$ cat src/rtl/mandelbrot_pkg.sv
// Shared fixed-point constants, types and coordinate-generator FSM states
// for the Mandelbrot datapath.
package mandelbrot_pkg;

  localparam int unsigned WIDTH = 27;
  localparam int unsigned FRAC  = 23;

  typedef logic signed [WIDTH-1:0] fx_t;

  typedef enum logic [1:0] {
    IDLE = 2'd0,
    RUN  = 2'd1,
    DONE = 2'd2
  } coord_gen_state_t;

endpackage

$ cat src/rtl/mandelbrot_coord_gen.sv
// Raster-scans one frame and streams a complex coordinate per pixel over a
// valid/ready handshake, stepping c_re/c_im by incremental add/subtract.
module mandelbrot_coord_gen #(
  parameter int unsigned WIDTH = mandelbrot_pkg::WIDTH,
  parameter int unsigned H_RES = 640,
  parameter int unsigned V_RES = 480
) (
  input  logic                     clk,
  input  logic                     reset_n,
  input  logic                     start,
  input  logic [WIDTH-1:0]         x0,
  input  logic [WIDTH-1:0]         y0,
  input  logic [WIDTH-1:0]         dx,
  input  logic [WIDTH-1:0]         dy,
  output logic                     coord_valid,
  input  logic                     coord_ready,
  output logic [$clog2(H_RES)-1:0] pix_x,
  output logic [$clog2(V_RES)-1:0] pix_y,
  output logic [WIDTH-1:0]         c_re,
  output logic [WIDTH-1:0]         c_im,
  output logic                     busy,
  output logic                     done
);
  import mandelbrot_pkg::*;

  localparam int unsigned XW = $clog2(H_RES);
  localparam int unsigned YW = $clog2(V_RES);

  coord_gen_state_t state, state_d;

  logic [WIDTH-1:0] x0_q, dx_q, dy_q;
  logic             capture;

  logic             valid_d, busy_d, done_d;
  logic [XW-1:0]    pix_x_d;
  logic [YW-1:0]    pix_y_d;
  logic [WIDTH-1:0] c_re_d, c_im_d;

  logic last_col, last_row;
  assign last_col = (pix_x == XW'(H_RES - 1));
  assign last_row = (pix_y == YW'(V_RES - 1));

  // Next-state and next-output logic; outputs hold unless explicitly changed.
  always_comb begin
    state_d = state;
    valid_d = coord_valid;
    pix_x_d = pix_x;
    pix_y_d = pix_y;
    c_re_d  = c_re;
    c_im_d  = c_im;
    busy_d  = 1'b0;
    done_d  = 1'b0;
    capture = 1'b0;
    unique case (state)
      IDLE: begin
        if (start) begin
          state_d = RUN;
          capture = 1'b1;
          valid_d = 1'b1;
          busy_d  = 1'b1;
          pix_x_d = '0;
          pix_y_d = '0;
          c_re_d  = x0;
          c_im_d  = y0;
        end
      end
      RUN: begin
        busy_d = 1'b1;
        if (coord_valid && coord_ready) begin
          if (!last_col) begin
            pix_x_d = pix_x + XW'(1);
            c_re_d  = c_re + dx_q;
          end else if (!last_row) begin
            pix_x_d = '0;
            c_re_d  = x0_q;
            pix_y_d = pix_y + YW'(1);
            c_im_d  = c_im - dy_q;
          end else begin
            state_d = DONE;
            valid_d = 1'b0;
            busy_d  = 1'b0;
            done_d  = 1'b1;
          end
        end
      end
      DONE: begin
        state_d = IDLE;
      end
      default: begin
        state_d = IDLE;
      end
    endcase
  end

  // State and registered outputs.
  always_ff @(posedge clk or negedge reset_n) begin
    if (!reset_n) begin
      state       <= IDLE;
      coord_valid <= 1'b0;
      pix_x       <= '0;
      pix_y       <= '0;
      c_re        <= '0;
      c_im        <= '0;
      busy        <= 1'b0;
      done        <= 1'b0;
    end else begin
      state       <= state_d;
      coord_valid <= valid_d;
      pix_x       <= pix_x_d;
      pix_y       <= pix_y_d;
      c_re        <= c_re_d;
      c_im        <= c_im_d;
      busy        <= busy_d;
      done        <= done_d;
    end
  end

  // Frame parameters are frozen at start so mid-frame PIO writes are invisible.
  always_ff @(posedge clk or negedge reset_n) begin
    if (!reset_n) begin
      x0_q <= '0;
      dx_q <= '0;
      dy_q <= '0;
    end else if (capture) begin
      x0_q <= x0;
      dx_q <= dx;
      dy_q <= dy;
    end
  end

endmodule

$ cat config.mk
export PLATFORM = sky130hd
export DESIGN_NAME = mandelbrot_coord_gen
export DESIGN_NICKNAME = d
export VERILOG_FILES = /design/src/rtl/mandelbrot_pkg.sv /design/src/rtl/mandelbrot_coord_gen.sv
export SDC_FILE = /design/constraint.sdc
export NUM_CORES = 1
export LEC_CHECK = 0
export ABC_AREA = 1
export BUFFER_PORTS_ARGS = -buffer_cell sky130_fd_sc_hd__clkbuf_2
export CAP_MARGIN = 20
export CELL_PAD_IN_SITES_DETAIL_PLACEMENT = 1
export CELL_PAD_IN_SITES_GLOBAL_PLACEMENT = 1
export CORE_AREA = 2 2 137 273
export CTS_CLUSTER_DIAMETER = 150
export DETAILED_ROUTE_END_ITERATION = 7
export DIE_AREA = 0 0 139 275
export GPL_ROUTABILITY_DRIVEN = 0
export PLACE_DENSITY_LB_ADDON = 0.1
export SLEW_MARGIN = 10
export SYNTH_ARGS = -nofsm -noshare
export SYNTH_HDL_FRONTEND = slang
export SYNTH_SLANG_ARGS = --single-unit
$ cat constraint.sdc
create_clock -name clk -period 2.25 [get_ports clk]
set_clock_uncertainty 0.15 [all_clocks]
set_input_delay 0.225 -clock clk [delete_from_list [all_inputs] [get_ports clk]]
set_output_delay 0.225 -clock clk [all_outputs]
set_load 0.01 [all_outputs]
---- After elaboration in Yosys (flattened, before gate mapping) ----
Index checks and enable logic that the tools add are counted.
storage, ports and cells
  bits of input ports ..................... 112
  logic and storage cells ................. 71
  output and inout bits ................... 76
  register bits ........................... 159
cells by class
  reduce and logical (&&, ||, !) cells .... 7
  eq/ne operators ......................... 9
  muxes and demuxes ....................... 40
  add/subtract/negate cells ............... 4
operators with widths
  cell                                                             number
  27-bit 2-to-1 mux                                                8
  27-bit case mux with 2 select lines                              2
  10-bit 2-to-1 mux                                                4
  9-bit 2-to-1 mux                                                 4
  27-bit adder                                                     1
  27-bit subtractor                                                1
  10-bit case mux with 2 select lines                              1
  9-bit case mux with 2 select lines                               1
  1-bit 2-to-1 mux                                                 13
  10-bit by 1-bit adder with 10-bit output, second input constant  1
  10-bit == test, second input constant                            1
  2-bit != test, second input constant                             5
  5-bit AND reduction                                              2
  9-bit by 1-bit adder with 9-bit output, second input constant    1
  9-bit == test, second input constant                             1
  2-bit 2-to-1 mux                                                 4
  4-bit AND reduction                                              2
  1-bit case mux with 2 select lines                               2
  2-bit case mux with 2 select lines                               1
  3-bit != test, second input constant                             1
  2-bit by 1-bit == test with 1-bit output, second input constant  1
  2-bit logical NOT                                                1
  2-bit nonzero test                                               1
  1-bit logical AND                                                1

---- Depth between registers and ports, before layout ----
  depth in word-level cells ............... 5
  depth in mapped cells ................... 16
  depth with buffers taken out ............ 16

---- Worst setup path before layout ----
No wires, ideal clock.
  path type ............................... reg-to-reg
  start point ............................. reg c_im[0]
  end point ............................... reg c_im[24]
  setup slack ............................. 103 ps
  stages on the path, launching flop included .. 17
  clock period less this slack ............ 2147 ps
  required time ........................... 1984 ps
  arrival time ............................ 1881 ps
  path buffers ............................ 0
  library setup time ...................... 116 ps
  path through ............................ dfrtp_1 inv_1 ha_1 inv_1 fa_1 nand3_1 nand2_1 nand2_1 nand2_1 nand2_1 nand2_1 nand2_1 nand2_1 nand2_1 nand3_1 nand2_1 nand2_1
on the way
  word-level cells in the longest chain between the ends .. 5
RTL lines
  item                                 line                         source
  start: declaration                   mandelbrot_coord_gen.sv:20   output logic [WIDTH-1:0] c_im,
  start signal: assignment             mandelbrot_coord_gen.sv:112  c_im <= c_im_d;
  27-bit subtractor                    mandelbrot_coord_gen.sv:77   c_im_d = c_im - dy_q;
  27-bit 2-to-1 mux                    mandelbrot_coord_gen.sv:73   end else if (!last_row) begin
  27-bit 2-to-1 mux                    mandelbrot_coord_gen.sv:70   if (!last_col) begin
  27-bit 2-to-1 mux                    mandelbrot_coord_gen.sv:69   if (coord_valid && coord_ready) begin
  27-bit case mux with 2 select lines  mandelbrot_coord_gen.sv:54   unique case (state)
Every way passes these cells. The select of a mux whose other input is x is not followed.
A chain may end at the register's enable or synchronous reset.

---- Worst setup path after layout ----
  start point ............................. reg dx_q[0]
  end point ............................... reg c_re[16]
on the way
  word-level cells in the longest chain between the ends .. 4
RTL lines
  item                                 line                         source
  start: declaration                   mandelbrot_coord_gen.sv:31   logic [WIDTH-1:0] x0_q, dx_q, dy_q;
  start signal: assignment             mandelbrot_coord_gen.sv:122  dx_q <= '0;
  start signal: assignment             mandelbrot_coord_gen.sv:126  dx_q <= dx;
  27-bit adder                         mandelbrot_coord_gen.sv:72   c_re_d = c_re + dx_q;
  27-bit 2-to-1 mux                    mandelbrot_coord_gen.sv:70
  27-bit 2-to-1 mux                    mandelbrot_coord_gen.sv:69
  27-bit case mux with 2 select lines  mandelbrot_coord_gen.sv:54
  end signal: assignment               mandelbrot_coord_gen.sv:111  c_re <= c_re_d;
  end: declaration                     mandelbrot_coord_gen.sv:19   output logic [WIDTH-1:0] c_re,
Every way passes these cells. The select of a mux whose other input is x is not followed.

==> flow_summary.ini <==
[outcome]
status = complete, no violations

[setup_path]
endpoint = c_re[16]
worstSetupEndpointType = register
cp_max_fo = 4
reg2reg_from = dx_q[0]
reg2regPathDepth = 13
ff2ff_setup_slack_ps = 1
worstReg2RegEnd = c_re[16]
startpoint_type = register
path_cells = ha_2 -> inv_2 -> fa_2 -> inv_2 -> nand3_2 -> nand2_4 -> nand2_1 -> nand2_2 -> buf_6 -> nand2_1 -> a21oi_1 -> o21ai_1 -> a21oi_1
startpoint = dx_q[0]
slowest_stage = fa_2
cpPeakStageDelay_ps = 420
crit_arrival_ps = 2480
crit_required_ps = 2480
worstSetupPathType = reg2reg

[timing]
fin_ws_ps = 1.49
fin_hold_ws_ps = 22.2
fin_crit_sh = 0.999
fmax_mhz = 445
finalHoldViolations = 0
worst_slew_pin_slew_ps = 420
rsz0062_at_grt = true
finalSetupViolCount = 0
slew_violations = 0
relSlewSlack = 0.720
period_needed_ps = 2250

[clock_tree]
cts-root-buf = clkbuf_16
insertion_delay_ps = 450
cts_made_buffers = 17
cts.clk_slew.worst_paths_ps = 70
cts_buffer_depth = 2
cts-htree-levels = 4
cts_sinks = 159
cts_tree = built

[power]
combPwrFrac = 0.057
netSwitchingPower_mw = 1.48
p_sw_frac = 0.248
vdd_drop_max_mv = 0.534
sequentialPowerShare = 0.477
power_mw = 5.99
p_int_mw = 4.50
p_leak_nw = 8.33
p_per_area_nw_per_um2 = 381
p_clk_frac = 0.466

[detailed_routing]
via_count = 11500
viasPerCell = 4.77
drc_errors = 0
totalWireLength_mm = 40.5
ant_nets = 0
first_iter_violations = 335
dr.pass1.iters = 4
routedWlPerCell_um = 16.8

[floorplanning]
pin_count = 188
coreArea_um2 = 36200
start_util = 0.297
die_h_um = 275
die-area_um2 = 38200
row_count = 99
die_x_um = 139

[synthesis]
synth_area_leader_cell = dfrtp_1
syn-mean-instance-area_um2 = 6.95
syn_nets = 1715
netlist_instances = 1547
synth_cell_types = 39
ys_warn_count = 0
synthTopCellsByArea = dfrtp_1 37%, nand2_1 16%, inv_1 7.3%
seq_area_frac_synth = 0.370
ys_seq_elements = 159
yosysTopAreaCellShare = 0.370
synth_area_um2 = 10800

[final_layout]
antenna-diode-count = 0
stdcell_area_um2 = 15700
syn_to_final_growth_pct = 46.2
final_nets = 2116
layout-drive-gt1-share = 0.279

[placement]
dpl_cell_area_um2 = 13000
detailed_place_hpwl_mm = 30.3
io_buffer_count = 187
pre_cts_ws_ps = -247

[job]
drv_cap = 0

[global_routing]
antenna_found_initial = 0
grt_util_all_layers = 0.210
grt-ovfl-total = 0
grt_max_degree = 58
grt_pass1_vias = 12100
grt_first_pass_wirelength_mm = 64.0

[min_path]
hold_path_class = in2reg
-- critical path: cells and delay by family (launching register included) --
kind | cells | cell delay, ps
compound gates | 3 | 390
fa+ha+maj | 2 | 620
buf+inv | 3 | 240
flops | 1 | 370
simple gates | 5 | 400
-- power by group through the flow --
stage	combinational [mW]	clock [mW]	sequential, mW
floorplan	0.0103	0	2.91
detailed placement	0.202	0	2.91
global route	0.378	2.98	2.85
CTS	0.347	2.89	2.86
finish	0.341	2.79	2.86
global placement	0.197	0	2.91
-- cells by family (layout without fill, tap and decap cells) --
logic type               Yosys count  after routing  share of synthesized area
multiplexers                      33             33                     0.0345
buffers and inverters            260            673                     0.0962
adder cells (fa/ha/maj)           56             56                     0.0665
XOR/XNOR                          26             26                     0.0212
AO/OA/AOI/OAI                    209            210                      0.105
flip-flops                       159            159                      0.370
AND/OR/NAND/NOR                  804            804                      0.306
-- worst min path at each step --
stage,from,end,slack (ps),cells after the start
3_5_place_dp,reset_n,pix_y[6],-20,1
4_1_cts,y0[25],c_im[25],1,5
5_1_grt,y0[25],c_im[25],30,5
2_1_floorplan,reset_n,busy,-220,0
6_report,y0[25],c_im[25],20,5
3_3_place_gp,reset_n,pix_y[6],-20,1
-- per-layer routing --
layer | global-route usage | vias up | share of wire
li1 | - | 5721 | -
met1 | 0.254 | 5571 | 0.43
met2 | 0.386 | 194 | 0.52
met3 | 0.0270 | 45 | 0.027
met4 | 0.0675 | 0 | 0.026
met5 | 0 | - | 0
-- flip-flops by register name (all words and copies together) (netlist names) --
register	count
c_re	27
dy_q	27
busy	1
c_im	27
state	2
pix_y	9
coord_valid	1
pix_x	10
done	1
x0_q	27
dx_q	27
-- cell usage after synthesis --
cell      count
ha_1         54
nor2_8        1
clkinv_1      1
nand2_1     453
nand3_1      88
a31oi_1       7
nand3b_1      1
a21o_1        3
nand3_2       3
o211ai_1     14
and2_1        3
o21bai_1      7
or2_2         2
inv_1       209
o22ai_1       3
nor2_1      208
nor2_4        1
nor3_1       19
o21ai_0      68
a21oi_4       1
xnor2_1      11
nand4_1      21
buf_1         6
buf_6         3
o21ai_1       8
a21oi_1      97
buf_2        15
buf_4         4
nand2_4       1
nand4_2       2
xor2_1       15
clkbuf_1     17
mux2_2       33
nor4_2        1
fa_1          2
dfrtp_1     159
inv_4         1
inv_2         4
o31ai_1       1
-- what timing repair did --
action                                  4_1_cts  5_1_grt
endpoints found under the hold margin       277        0
hold buffers                                106        0
endpoints found under the setup margin       53       70
cloned                                        2        2
pin swaps                                     1       29
setup buffers                                 4       13
gates resized for setup                      29      160
-- cell usage in the layout, fill, tap and decap left out, drive strengths merged --
cell           n
xnor2         11
nor3          19
nand4         23
and2           3
o21ai         76
buf          132
nor4           1
xor2          15
bufbuf         1
nand3         91
clkbuf       207
clkinv         9
o21bai         7
inv          216
a21o           3
ha            54
o22ai          3
nand2        454
dfrtp        159
clkinvlp       2
a31oi          7
nor2         210
fa             2
o31ai          1
mux2          33
dlygate4sd3  106
nand3b         1
o211ai        14
or2            2
a21oi         99
-- per-stage QoR --
| step | setup TNS (ps) | utilization | instances |
|---|---|---|---|
| after global routing | -844 | 0.435 | 2415 |
| after floorplan | 0 | - | 1547 |
| after global placement | -1690 | 0.360 | 2256 |
| after CTS | 0 | 0.410 | 2400 |
| final | 0 | 0.435 | 2415 |
| after detailed placement | -4890 | 0.360 | 2256 |
-- layout make-up --
class | count | area (µm²)
clock buffer | 20 | 447
clock inverter | 12 | 87.6
fill | 4535 | 20400
inverter | 215 | 823
multi-input combinational | 1129 | 6590
sequential | 159 | 3980
tap | 454 | 568
timing repair buffer | 426 | 3220
Note: power is estimated with default switching activity, not from simulation.
